**config.mk**
```make
export PLATFORM = sky130hd
export DESIGN_NAME = exc_ctrl
export DESIGN_NICKNAME = d
export VERILOG_FILES = /design/src/rtl/exc_ctrl.sv
export SDC_FILE = /design/constraint.sdc
export NUM_CORES = 1
export LEC_CHECK = 0
export CORE_AREA = 2 2 86 88
export CTS_BUF_LIST = sky130_fd_sc_hd__clkbuf_2
export DETAILED_ROUTE_END_ITERATION = 8
export DIE_AREA = 0 0 88 90
export GPL_TIMING_DRIVEN = 0
export PLACE_DENSITY = 0.65
export SYNTH_ARGS = -nofsm -noshare
export SYNTH_HDL_FRONTEND = slang
export SYNTH_SLANG_ARGS = --single-unit
```
**constraint.sdc**
```tcl
create_clock -name clk -period 2.7 [get_ports clk]
set_clock_uncertainty 0.2 [all_clocks]
set_input_delay 0.54 -clock clk [delete_from_list [all_inputs] [get_ports clk]]
set_output_delay 0.54 -clock clk [all_outputs]
set_load 0.05 [all_outputs]
```
**src/rtl/exc_ctrl.sv**
```systemverilog
// Exception/ERET sequencer: arbitrates trap sources, records cause/EPC and
// drives the CP0 strobes, PC redirect and pipeline stall.
module exc_ctrl (
  input  logic        clk,
  input  logic        rst,
  input  logic        syscall_req,
  input  logic        break_req,
  input  logic        teq_req,
  input  logic        int_req,
  input  logic        eret_req,
  input  logic [31:0] pc_in,
  input  logic [31:0] status_in,
  output logic        exception,
  output logic        eret,
  output logic [4:0]  cause,
  output logic [31:0] epc,
  output logic        redirect,
  output logic        stall,
  output logic        int_ack,
  output logic [7:0]  exc_count
);

  localparam logic [4:0] CAUSE_INT = 5'd0;
  localparam logic [4:0] CAUSE_SYS = 5'd8;
  localparam logic [4:0] CAUSE_BRK = 5'd9;
  localparam logic [4:0] CAUSE_TEQ = 5'd13;

  typedef enum logic [1:0] {
    IDLE   = 2'd0,
    ENTER  = 2'd1,
    ERET_S = 2'd2,
    REDIR  = 2'd3
  } state_t;

  state_t      state;
  state_t      state_nxt;
  logic        int_pend;
  logic        int_taken;
  logic        gie;
  logic        sys_ok;
  logic        brk_ok;
  logic        teq_ok;
  logic        int_ok;
  logic        any_ok;
  logic        is_idle;
  logic        take_exc;
  logic        take_eret;
  logic        take_int;
  logic [4:0]  cause_sel;

  // A source is eligible only when both its own enable and the global enable are set.
  always_comb begin
    gie       = status_in[0];
    sys_ok    = syscall_req & status_in[1] & gie;
    brk_ok    = break_req & status_in[2] & gie;
    teq_ok    = teq_req & status_in[3] & gie;
    int_ok    = (int_pend | int_req) & status_in[4] & gie;
    any_ok    = sys_ok | brk_ok | teq_ok | int_ok;
    is_idle   = (state == IDLE);
    take_exc  = is_idle & any_ok;
    take_eret = is_idle & eret_req & ~any_ok;
    take_int  = take_exc & ~sys_ok & ~brk_ok & ~teq_ok;
    if (sys_ok) begin
      cause_sel = CAUSE_SYS;
    end else if (brk_ok) begin
      cause_sel = CAUSE_BRK;
    end else if (teq_ok) begin
      cause_sel = CAUSE_TEQ;
    end else begin
      cause_sel = CAUSE_INT;
    end
  end

  always_comb begin
    state_nxt = state;
    exception = 1'b0;
    eret      = 1'b0;
    redirect  = 1'b0;
    int_ack   = 1'b0;
    stall     = 1'b1;
    case (state)
      IDLE: begin
        stall = take_exc | take_eret;
        if (take_exc) begin
          state_nxt = ENTER;
        end else if (take_eret) begin
          state_nxt = ERET_S;
        end
      end
      ENTER: begin
        exception = 1'b1;
        int_ack   = int_taken;
        state_nxt = REDIR;
      end
      ERET_S: begin
        eret      = 1'b1;
        state_nxt = REDIR;
      end
      REDIR: begin
        redirect  = 1'b1;
        state_nxt = IDLE;
      end
      default: begin
        state_nxt = IDLE;
      end
    endcase
  end

  // A pending interrupt survives everything except its own acceptance or reset.
  always_ff @(posedge clk) begin
    if (rst) begin
      state     <= IDLE;
      int_pend  <= 1'b0;
      int_taken <= 1'b0;
      cause     <= 5'd0;
      epc       <= 32'd0;
      exc_count <= 8'd0;
    end else begin
      state <= state_nxt;
      if (take_int) begin
        int_pend <= 1'b0;
      end else if (int_req) begin
        int_pend <= 1'b1;
      end
      if (take_exc) begin
        cause     <= cause_sel;
        epc       <= pc_in;
        int_taken <= take_int;
      end
      if (state == ENTER) begin
        exc_count <= exc_count + 8'd1;
      end
    end
  end

endmodule

```
==> qor_table.md, run 1 <==
| Quantity | This run |
|:---|:---|
| Worst Setup EP | redirect |
| Crit Reg-Reg Startpoint | state[0] |
| Maximum root-to-sink buffer count | 2 |
| First-pass iteration count of the detailed router | 4 |
| FF+latch count, synth | 47 |
| Number of clock buffers inserted by TritonCTS | 5 |
| Multi-input gate area | 990 um2 |
| Unrepaired setup endpoints after global routing | no |
| Number of DRC markers in iteration 0 | 61 |
| Slew @ Worst Pin | 527 ps |
| Fraction of synthesis flops using an asynchronous set or reset pin | 0% |
| Number of synthesized flops with an enable pin | 0 |
| Area Overhead vs Synth | 54.7% |
| Count of fill cells added during filler insertion | 716 |
| Mapped Area | 2040 um2 |
| Final Hold Violating Endpoints | 0 |
| Critical-path cell list | ha_1 -> clkdlybuf4s50_1 |
| Count of mapped cells out of synthesis | 238 |
| Type of element launching the critical path | flip-flop |
| Main area contributors after synthesis | dfxtp_1 (46%), a21oi_1 (9.1%), nand3_1 (8.6%), o21ai_1 (7.1%), ha_1 (3.7%) |
| Die Area | 7920 um2 |
| Worst path bufs/invs | 1 |
| Leak Pwr | 1.16 nW |
| CTS sink count | 47 |
| Worst setup slack after placement | -726 ps |
| Data arrival at the endpoint of the critical path | 1790 ps |
| Register-to-register setup slack | 680 ps |
| Synth Flop Type | dfxtp_1 |
| Clock tree root driver cell | clkbuf_2 |
| Vert. Die Dim | 90 um |
| Clock insertion delay at the later pin of the skew report | 380 ps |
| Slowest cell delay on critical path | 800 ps |
| CTS tree | done |
| Unique masters post-synth | 36 |
| DRC violation count after routing | 0 |
| Terminus of the critical flop-to-flop path | cause[0] |
| Clock transition at the registers of the reported paths | 210 ps |
| Number of nets with antenna violations after detailed routing | 0 |
| Critical path data required time | 1960 ps |
| Area used by sequential logic in the layout | 941 um2 |
| Cell family contributing the most delay on the critical path | buffers and inverters |
| Average footprint of a synthesized cell | 8.57 um2 |
| Ant diodes | 0 |
| Path category of the worst min-delay check | flip-flop to flip-flop |
| Global route overflow | 0 |
| Max FO, Critical Path | 4 |
| Slew Limit Fails | 0 |
| Maximum number of pins on one net before global-route repair | 14 |
| Power Total | 2.40 mW |
| Horizontal die dimension | 88 um |
| Critical Path Sink Type | primary output |
| Syn. warnings | 0 |
| Sequential-to-total area share from yosys stat | 46.1% |
| Setup slack after layout | 166 ps |
| Number of antenna violations at the first check in global routing | 0 |
| Count of vias placed by the detailed router | 2,100 |
| Critical-path top delay cell | clkdlybuf4s50_1 |
| Depth of the worst register-to-register path | 6 |
| Post-DR vias/cell | 4.78 |
| Worst voltage drop across the vdd grid | 0.000276 V |
| Portion of synthesized cell area occupied by the leading cell type | 46.1% |
| Global router's overall resource usage | 13.9% |
| IO Count | 121 |
| Number of input and output port buffers inserted | 91 |
| Run status | complete, no violations |
| Starting density of the core | 29.1% |
| Gp weighted congestion | 0.792 |
| Worst slew margin relative to its limit | 64.8% |
| Row count | 31 |
| Max-cap viol count | 0 |
| Total core area | 7020 um2 |
| Proportion of layout cells with a drive suffix above 1 | 8.53% |
| Final HPWL from detailed placement | 4200 um |
| Average wire per standard cell | 13.1 um |
| Hold Buf Count CTS | 0 |
| WP depth | 2 |
| Final setup violation count | 0 |
| PD cells | 762 nW/um2 |
| Timing-limited maximum frequency | 395 MHz |
| Cell accounting for the most synthesized area | dfxtp_1 |
| Total wire length after detailed routing | 5740 um |
| Worst hold start | int_taken |
| CP Launch Point | state[0] |
| Clock period minus worst slack | 2530 ps |
| H-tree depth | 2 |
| Wire length of the first global-routing pass | 8950 um |
| Worst Setup Path Type | flip-flop to primary output |
| Via count of the first global-routing pass | 1,961 |
| Final layout net count | 416 |
| Portion of the clock cycle consumed by the worst path in the final layout | 93.9% |
==> sequential cells by signal, summed over array words and instances (netlist names) <==
| signal | flops |
|---|---|
| epc | 32 |
| exc_count | 8 |
| cause | 3 |
| state | 2 |
| int_pend | 1 |
| int_taken | 1 |
==> per-stage QoR <==
stage               hold slack [ps]  area [um2]  std cells  utilization [%]  TNS, ps
floorplan                       231        2040        239                -        0
global placement                253        3080        429             43.9     -741
detailed placement              256        3080        429             43.9     -726
CTS                             289        3130        437             44.6        0
global route                    315        3160        439             45.0        0
finish                          285        3160        439             45.0        0
==> worst min-delay path by stage <==
stage               slack [ps]  depth (start not counted)         to
floorplan                  230                          2  int_taken
global placement           250                          2  int_taken
detailed placement         260                          2   cause[0]
CTS                        290                          2  int_taken
global route               320                          2     epc[4]
finish                     290                          2  int_taken
==> tightest hold or removal path, cell delays in order (launching register included) <==
cell and delay, ps:
dfxtp_1 350, nand2_1 50, o21ai_0 70
==> placed cells by master, fill, tap and decap left out, drive strengths merged, types with 5 or more instances in the layout <==
cell,instances
nand3,35
nand2,6
inv,5
dfxtp,47
o21ai,39
clkbuf,16
buf,16
a21oi,37
nor2,9
ha,6
clkdlybuf4s50,86
==> area by class of cell <==
class                   instances  area share [%]
inverters                       5           0.595
repair buffers                 93            29.3
multi-input cells             166            31.4
plain buffers                  21            3.73
clock inverters                 1           0.159
well taps                      99            3.92
clock buffers                   7            1.11
flip-flops and latches         47            29.8
==> power breakdown <==
part	leakage [nW]	switching, mW	internal, mW	total, mW
sequential	0.384	0.0611	0.800	0.861
clock	0.0330	0.210	0.0708	0.280
combinational	0.745	0.844	0.418	1.26
==> cell usage after synthesis, types with 2 or more instances <==
master / number
nand3_1: 35
inv_1: 5
nor2_1: 9
xor2_1: 4
nand2b_1: 2
ha_1: 6
o211ai_1: 2
buf_4: 2
o21ai_0: 10
a22oi_1: 2
dfxtp_1: 47
buf_2: 7
nand2_1: 6
o2111ai_1: 2
nand4_1: 4
buf_6: 3
clkbuf_1: 8
o21ai_1: 29
a21oi_1: 37
or3_1: 2
==> per-layer routing <==
layer	vias up	track usage, %	share of wire (%)
met2	71	23.1	47
met5	-	0	0
met4	0	3.46	1.1
met3	8	3.03	5.5
li1	1053	-	-
met1	968	18.2	46
==> what timing repair did <==
action                                  4_1_cts  5_1_grt
buffers inserted                              0        2
hold endpoints to repair                      0        0
endpoints found under the setup margin        2        4
resized for setup                            10        5
pin swaps                                     0        1
==> kinds of logic (layout without fill, tap and decap cells) <==
group                    after synthesis  in the layout  share of synthesized area [%]
AO/OA/AOI/OAI                         90             90                           25.4
XOR/XNOR                               5              5                           2.15
multiplexers                           1              1                          0.491
flip-flops                            47             47                           46.1
buffers and inverters                 26            127                           6.68
other                                  1              2                          0.184
AND/OR/NAND/NOR                       62             62                           15.3
adder cells (fa/ha/maj)                6              6                           3.68
Power figures use the tool's default switching activity.
==> inputs of run 2 (changes only) <==
- CTS_CLUSTER_DIAMETER: not set -> 40
- PLACE_DENSITY: 0.65 -> 0.66
==> run 2 against run 1 <==
  * Combinational power is essentially flat
  * Highest routed layer unchanged
  * Utilization unchanged
  * Design area stayed put
  * Critical path type unchanged
  * Die area is the same
  * Global-route usage grew 1.2 points
  * Sequential cell count is the same
  * Count of clock-buffer cells in the layout decreased by 2
  * Routed wire length grew 3.3%
  * Sequential share of layout area stayed put
  * Sequential power hardly changed
  * Critical endpoint unchanged
  * First-iteration DRC count decreased by 31%
  * Total power is essentially flat
==> qor_table.md, run 2 (same netlist as run 1, synthesis figures left out) <==
| Quantity | This run |
|:---|:---|
| Count of vias placed by the detailed router | 2,102 |
| Worst slew margin relative to its limit | 64.4% |
| Number of antenna violations at the first check in global routing | 0 |
| Row count | 31 |
| Hold Buf Count CTS | 0 |
| IO Count | 121 |
| Slowest cell delay on critical path | 790 ps |
| Final setup violation count | 0 |
| Post-DR vias/cell | 4.79 |
| Global route overflow | 0 |
| Number of input and output port buffers inserted | 91 |
| Worst voltage drop across the vdd grid | 0.000262 V |
| Run status | complete, no violations |
| Leading cell type in the layout, fill and taps excluded | clkdlybuf4s50_1 |
| PD cells | 762 nW/um2 |
| Final layout net count | 416 |
| Commonest cells after routing, fill and taps aside | clkdlybuf4s50_1 (86), dfxtp_1 (47), a21oi_1 (37) |
| WP depth | 2 |
| Critical-path top delay cell | clkdlybuf4s50_1 |
| Via count of the first global-routing pass | 2,024 |
| Unrepaired setup endpoints after global routing | no |
| Final HPWL from detailed placement | 4330 um |
| Clock period minus worst slack | 2560 ps |
| Timing-limited maximum frequency | 391 MHz |
| Clock insertion delay at the later pin of the skew report | 400 ps |
| Max FO, Critical Path | 4 |
| Leak Pwr | 1.15 nW |
| Global router's overall resource usage | 15.1% |
| Crit Reg-Reg Startpoint | state[0] |
| Slew @ Worst Pin | 533 ps |
| Clock transition at the registers of the reported paths | 220 ps |
| Data arrival at the endpoint of the critical path | 1820 ps |
| Power Total | 2.41 mW |
| First-pass iteration count of the detailed router | 4 |
| Biggest register | epc |
| Gp weighted congestion | 0.811 |
| Registers with the highest flip-flop counts | epc x32, exc_count x8, cause x3 |
| Post-route insts no fill | 439 |
| Slew Limit Fails | 0 |
| Register-to-register setup slack | 620 ps |
| Number of clock buffers inserted by TritonCTS | 5 |
| Clock tree root driver cell | clkbuf_2 |
| Die Area | 7920 um2 |
| Horizontal die dimension | 88 um |
| Number of DRC markers in iteration 0 | 42 |
| Depth of the worst register-to-register path | 6 |
| H-tree depth | 2 |
| Worst Setup Path Type | flip-flop to primary output |
| Type of element launching the critical path | flip-flop |
| Maximum number of pins on one net before global-route repair | 15 |
| Portion of the clock cycle consumed by the worst path in the final layout | 94.7% |
| CP Launch Point | state[0] |
| Flip-flop count of the largest register after layout | 32 |
| Maximum root-to-sink buffer count | 2 |
| Number of cells after detailed placement | 429 |
| DRC violation count after routing | 0 |
| Total core area | 7020 um2 |
| CTS sink count | 47 |
| Critical path data required time | 1960 ps |
| Count of fill cells added during filler insertion | 718 |
| Total wire length after detailed routing | 5930 um |
| Cell family contributing the most delay on the critical path | buffers and inverters |
| Worst Setup EP | redirect |
| Vert. Die Dim | 90 um |
| Max-cap viol count | 0 |
| Wire length of the first global-routing pass | 9690 um |
| CTS tree | done |
| Terminus of the critical flop-to-flop path | epc[17] |
| Average wire per standard cell | 13.5 um |
| Ant diodes | 0 |
| Path category of the worst min-delay check | flip-flop to flip-flop |
| Critical Path Sink Type | primary output |
| Proportion of layout cells with a drive suffix above 1 | 7.94% |
| Starting density of the core | 29.1% |
| Worst path bufs/invs | 1 |
| Number of nets with antenna violations after detailed routing | 0 |
| Critical-path cell list | ha_1 -> clkdlybuf4s50_1 |
| Area Overhead vs Synth | 54.7% |
| Final Hold Violating Endpoints | 0 |
-- run 2: layer usage --
metal	vias up	share of wire, %	track usage (%)
met1	988	45	19.7
li1	1057	-	-
met3	5	4.8	3.49
met4	0	0.93	3.59
met2	52	49	25.1
met5	-	0	0
-- run 2: cell type report --
cell class	instances	area, um2	area share, %
timing repair buffer	93	926	29.3
tap	99	124	3.92
sequential	47	941	29.8
multi-input combinational	166	990	31.4
clock buffer	5	25.0	0.793
clock inverter	3	15.0	0.476
inverter	5	18.8	0.595
buffer	21	118	3.73
-- run 2: metrics by stage --
| step | hold slack, ps | setup WS, ps | utilization, % | setup TNS [ps] | area [um2] |
|---|---|---|---|---|---|
| after floorplan | 231 | 288 | - | 0 | 2040 |
| after global placement | 255 | -732 | 43.9 | -732 | 3080 |
| after detailed placement | 259 | -761 | 43.9 | -761 | 3080 |
| after CTS | 284 | 3.73 | 44.6 | 0 | 3130 |
| after global routing | 322 | 63.2 | 45.0 | 0 | 3160 |
| final | 289 | 143 | 45.0 | 0 | 3160 |
-- run 2: worst min path at each step --
stage,start,to,slack (ps),cells past startpoint
2_1_floorplan,int_taken,int_taken,230,2
3_3_place_gp,int_taken,int_taken,250,2
3_5_place_dp,int_taken,int_taken,260,2
4_1_cts,int_taken,int_taken,280,2
5_1_grt,epc[4],epc[4],320,2
6_report,int_taken,int_taken,290,2
-- run 2: worst register-to-register path: stages, from the launching register on --
cell	delay (ps)
dfxtp_1	400
inv_1	120
ha_1	200
clkbuf_1	380
clkbuf_1	450
nand3_1	140
a21oi_1	140
-- run 2: timing repair --
item | 4_1_cts | 5_1_grt
buffers inserted | 0 | 2
pin swaps | 0 | 1
endpoints found under the setup margin | 2 | 4
resized for setup | 10 | 5
-- run 2: power breakdown --
group / internal [mW] / switching, mW
sequential: 0.800 / 0.0618
combinational: 0.419 / 0.849
clock: 0.0577 / 0.218
total: 1.28 / 1.13
==> inputs of run 3 (changes only) <==
- ABC_CLOCK_PERIOD_IN_PS: not set -> 2700
- CAP_MARGIN: not set -> 15
- CELL_PAD_IN_SITES_DETAIL_PLACEMENT: not set -> 1
- CELL_PAD_IN_SITES_GLOBAL_PLACEMENT: not set -> 1
- CORE_AREA: 2 2 86 88 -> 2 2 87 89
- DIE_AREA: 0 0 88 90 -> 0 0 89 91
- PLACE_DENSITY: 0.66 -> 0.88
==> run 3 against run 2 <==
  * The run now ends with negative setup slack left
  * Utilization shrank 1.0 points
  * Register-to-register slack lost 20 ps
  * Clock power grew 8.0%
  * Sequential cell count is the same
  * Combinational power is essentially flat
  * Design area shrank 0.59%
  * Critical path type is now input port to primary output
==> qor_table.md, run 3 (same netlist as run 1, synthesis figures left out) <==
| Quantity | This run |
|:---|:---|
| H-tree depth | 2 |
| Global route overflow | 0 |
| Die Area | 8100 um2 |
| WHS | 284 ps |
| Unrepaired setup endpoints after global routing | yes |
| Flip-flop count of the largest register after layout | 32 |
| Count of vias placed by the detailed router | 2,157 |
| Buffers inserted during post-CTS setup optimization | 0 |
| Clock transition at the registers of the reported paths | 230 ps |
| Max FO, Critical Path | 6 |
| Commonest cells after routing, fill and taps aside | clkdlybuf4s50_1 (86), dfxtp_1 (47), a21oi_1 (37) |
| CTS tree | done |
| Setup slack after layout | -23.2 ps |
| Slew @ Worst Pin | 538 ps |
| Worst hold start | int_taken |
| CP Launch Point | int_req |
| Maximum number of pins on one net before global-route repair | 14 |
| Area Overhead vs Synth | 53.8% |
| Hold Buf Count CTS | 0 |
| Path category of the worst min-delay check | flip-flop to flip-flop |
| Final HPWL from detailed placement | 5000 um |
| Data arrival at the endpoint of the critical path | 1980 ps |
| Clock tree root driver cell | clkbuf_2 |
| Row count | 31 |
| Biggest register | epc |
| Ant diodes | 0 |
| Vert. Die Dim | 91 um |
| DRC violation count after routing | 0 |
| Number of antenna violations at the first check in global routing | 0 |
| Area post-placement | 3080 um2 |
| PD cells | 777 nW/um2 |
| Proportion of layout cells with a drive suffix above 1 | 7.99% |
| Max-cap viol count | 0 |
| Portion of the clock cycle consumed by the worst path in the final layout | 101% |
| Worst voltage drop across the vdd grid | 0.000206 V |
| Worst Setup Path Type | input port to primary output |
| Type of element launching the critical path | input port |
| Gp weighted congestion | 0.824 |
| Starting density of the core | 28.6% |
| Worst slew margin relative to its limit | 64.0% |
| First-pass iteration count of the detailed router | 4 |
| Clock insertion delay at the later pin of the skew report | 400 ps |
| IO Count | 121 |
| Timing-limited maximum frequency | 367 MHz |
| Worst setup slack after placement | -778 ps |
| Final core utilization | 44.0% |
| Global router's overall resource usage | 16.6% |
| Number of cells after detailed placement | 429 |
| Count of instances resized after the clock tree is built | 12 |
| Number of DRC markers in iteration 0 | 49 |
| Total core area | 7140 um2 |
| Horizontal die dimension | 89 um |
| Run status | finished with violations |
| CTS sink count | 47 |
| Critical Path Sink Type | primary output |
| Total wire length after detailed routing | 6720 um |
| Final setup violation count | 1 |
| Post-DR vias/cell | 4.94 |
| Critical path data required time | 1960 ps |
| Leak Pwr | 1.15 nW |
| Post-route insts no fill | 437 |
| Total negative slack for setup checks | -23.2 ps |
| Slew Limit Fails | 0 |
| Crit Reg-Reg Startpoint | state[0] |
| Post-Layout Inst Area | 3140 um2 |
| Violated checks | negative setup slack |
| Number of nets with antenna violations after detailed routing | 0 |
| Via count of the first global-routing pass | 2,197 |
| Final Hold Violating Endpoints | 0 |
| Final layout net count | 414 |
| Registers with the highest flip-flop counts | epc x32, exc_count x8, cause x3 |
| Leading cell type in the layout, fill and taps excluded | clkdlybuf4s50_1 |
| Number of input and output port buffers inserted | 91 |
| Maximum root-to-sink buffer count | 2 |
| Power Total | 2.44 mW |
| Number of clock buffers inserted by TritonCTS | 5 |
| Clock period minus worst slack | 2720 ps |
| Wire length of the first global-routing pass | 10,700 um |
| Average wire per standard cell | 15.4 um |
run 3: power by group:
part / internal, mW / leakage [nW] / total, mW / switching, mW
Sequential: 0.801 / 0.384 / 0.863 / 0.0628
Clock: 0.0708 / 0.0330 / 0.298 / 0.227
Combinational: 0.413 / 0.734 / 1.28 / 0.864
Total: 1.28 / 1.15 / 2.44 / 1.15
run 3: worst paths after layout:
check	end	cells past startpoint	slack [ps]
hold / removal	int_taken	2	280
setup / recovery	stall	4	-20
setup reg to reg	cause[0]	6	600
hold reg to reg	int_taken	2	280
run 3: per-layer routing:
layer | part of all wire, % | up-vias | track usage, % | routed length [um]
li1 | - | 1048 | - | -
met1 | 43 | 1040 | 19.9 | 2880
met2 | 52 | 65 | 30.0 | 3520
met3 | 4.2 | 4 | 3.45 | 285
met4 | 0.42 | 0 | 3.36 | 28
met5 | 0 | - | 0 | 0
run 3: layout make-up:
class	instances	area (um2)
Clock buffer	7	35.0
Timing Repair Buffer	91	907
Inverter	5	18.8
Fill cell	878	4000
Multi-Input combinational cell	166	990
Clock inverter	1	5.00
Tap cell	99	124
Sequential cell	47	941
Buffer	21	118
run 3: critical path: stages:
cell and delay, ps:
clkdlybuf4s50_1 450, o211ai_1 470, o2111ai_4 260, buf_4 250
==> variant, RTL diff (config.mk and constraints of run 2) <==
Reset style: asynchronous (`rst`), changed in one clocked block.
--- a/src/rtl/exc_ctrl.sv
+++ b/src/rtl/exc_ctrl.sv
@@ -107,7 +107,7 @@
   end
 
   // A pending interrupt survives everything except its own acceptance or reset.
-  always_ff @(posedge clk) begin
+  always_ff @(posedge clk or posedge rst) begin
     if (rst) begin
       state     <= IDLE;
       int_pend  <= 1'b0;
Behaviour: differs if rst is asserted again (counterexample within 4 cycles, from zero or initial values and one cycle with rst high); with rst held inactive, the same outputs for 10 cycles.
==> variant against run 2 <==
  * Register-to-register slack lost 0.03 ns
  * Highest routed layer unchanged
  * Setup slack got worse by 0.050 ns
  * Synthesized area grew 3.1%
  * Routed wire length shrank 25%
  * Sequential cell count stayed put
  * Design area grew 1.7%
Power is not compared: it rests on default switching activity, and its combinational part moved more than twofold at a synthesized area within 25%.
==> variant: results (changes against run 2) <==
* Top cells by instance count after synthesis: 47 x sky130_fd_sc_hd__dfrtp_1, 27 x sky130_fd_sc_hd__mux2_4, 9 x sky130_fd_sc_hd__nor2_1 (was 47 x sky130_fd_sc_hd__dfxtp_1, 37 x sky130_fd_sc_hd__a21oi_1, 35 x sky130_fd_sc_hd__nand3_1, 29 x sky130_fd_sc_hd__o21ai_1, 10 x sky130_fd_sc_hd__o21ai_0)
- Number of iterations in the first detailed-routing pass: 4 (unchanged)
* Setup slack on the worst flop-to-flop path: 0.59 ns (was 0.62 ns)
- Share of flip-flops with an asynchronous set or reset: 100.0% (was 0%)
* Fraction of final layout cells sized beyond drive strength 1: 24.18% (was 7.941%)
- Total routed wirelength: 4448 µm (was 5931 µm)
- Mapped Cells: 143 (was 238)
* HPWL reported at the end of detailed placement: 3213 µm (was 4327 µm)
* Worst-case hold slack: 0.2537 ns (was 0.2890 ns)
* Placed inst area: 3162 µm² (was 3079 µm²)
- NumNets Final: 320 (was 416)
* Outcome: finished clean (unchanged)
- The classification of the worst-slack hold path was in -> async (was reg -> reg).
* Detailed router's first-iteration violation count: 31 (was 42)
- The global-route wire length before repair is 6886 µm (was 9687 µm).
- Number of placed instances with taps included: 335 (was 429)
* Arrival time worst endpoint: 1.87 ns (was 1.82 ns)
- Largest net degree at the start of global routing: 27 (was 15)
- The layout filler cell count was 668 (was 718).
- The worst slew margin relative to its limit is 63.11% (was 64.38%).
* Via count of the first global-routing pass: 1377 (was 2024)
* Distinct cells, synth: 30 (was 36)
* Post-Layout Cell Count: 343 (was 439)
- Minimum setup slack after placement: -0.3995 ns (was -0.7609 ns)
- Startpoint of the worst-slack reg-to-reg timing path: state[1]$_DFFE_PP0P_ (was state[0]$_SDFFE_PP0P_)
- RR Endpoint: epc[25]$_DFFE_PP0N_ (was epc[17]$_SDFFE_PP0N_)
## variant: changes by cell type in the layout (fill, tap and decap cells not counted), moves of 4 or more
cell                              run 2  this run
sky130_fd_sc_hd__a21oi_1             37         3
sky130_fd_sc_hd__buf_2                7         1
sky130_fd_sc_hd__clkbuf_1             8         0
sky130_fd_sc_hd__dfrtp_1              0        47
sky130_fd_sc_hd__dfxtp_1             47         0
sky130_fd_sc_hd__inv_1                5         1
sky130_fd_sc_hd__mux2_2               0         6
sky130_fd_sc_hd__mux2_4               0        27
sky130_fd_sc_hd__nand3_1             35         3
sky130_fd_sc_hd__o21ai_0             10         3
sky130_fd_sc_hd__o21ai_1             29         0
## variant: cell type report
type	count	area, µm²	area share, %
clock inverters	1	5.005	0.1559
well taps	99	123.9	3.860
multi-input cells	88	873.3	27.21
clock buffers	7	35.03	1.092
plain buffers	5	52.55	1.637
repair buffers	92	928.4	28.93
inverters	4	15.01	0.4678
flip-flops and latches	47	1176	36.65
## variant: where the power goes
| part | internal, W | leakage (nW) | switching, W | total, W |
|---|---|---|---|---|
| clock network | 0.0000708 | 0.0330 | 0.000222 | 0.000292 |
| registers | 0.00103 | 0.564 | 0.000204 | 0.00124 |
| logic | 0.00110 | 0.813 | 0.00163 | 0.00273 |
## variant: cells by family (layout without fill, tap and decap cells)
| family | after synthesis | after routing | share of synthesized area [%] |
|---|---|---|---|
| AO/OA/AOI/OAI | 15 | 15 | 6.246 |
| XOR/XNOR | 7 | 7 | 2.915 |
| adder cells (fa/ha/maj) | 6 | 6 | 3.569 |
| buffers and inverters | 9 | 109 | 3.212 |
| flip-flops | 47 | 47 | 55.92 |
| multiplexers | 33 | 33 | 22.49 |
| other | 1 | 2 | 0.1783 |
| AND/OR/NAND/NOR | 25 | 25 | 5.473 |
## variant: worst max-delay path by stage
stage	start	endpoint	slack, ns	cells past startpoint
floorplan	state[1]$_DFFE_PP0P_	int_ack	0.39	3
global placement	break_req	stall	-0.40	5
detailed placement	break_req	stall	-0.40	5
CTS	state[0]$_DFFE_PP0P_	stall	-0.17	5
global route	state[1]$_DFFE_PP0P_	stall	0.03	5
finish	break_req	stall	0.09	5
## variant: worst max-delay path, stage by stage
cell,delay [ns]
sky130_fd_sc_hd__clkdlybuf4s50_1,0.46
sky130_fd_sc_hd__a22oi_4,0.28
sky130_fd_sc_hd__nand3_1,0.13
sky130_fd_sc_hd__a21bo_2,0.24
sky130_fd_sc_hd__buf_2,0.21
## variant: timing repair
item                       in CTS  in global routing
setup endpoints to repair       4                  4
gates resized for setup         6                  9
pin swaps                       0                  0
## variant: routing by layer
layer / vias to the layer above / wire (µm) / global-route usage [%]
met5: - / 0 / 0
met4: 0 / 46 / 3.077
met3: 6 / 350 / 3.673
met2: 60 / 1871 / 15.15
met1: 712 / 2179 / 16.37
li1: 689 / - / -
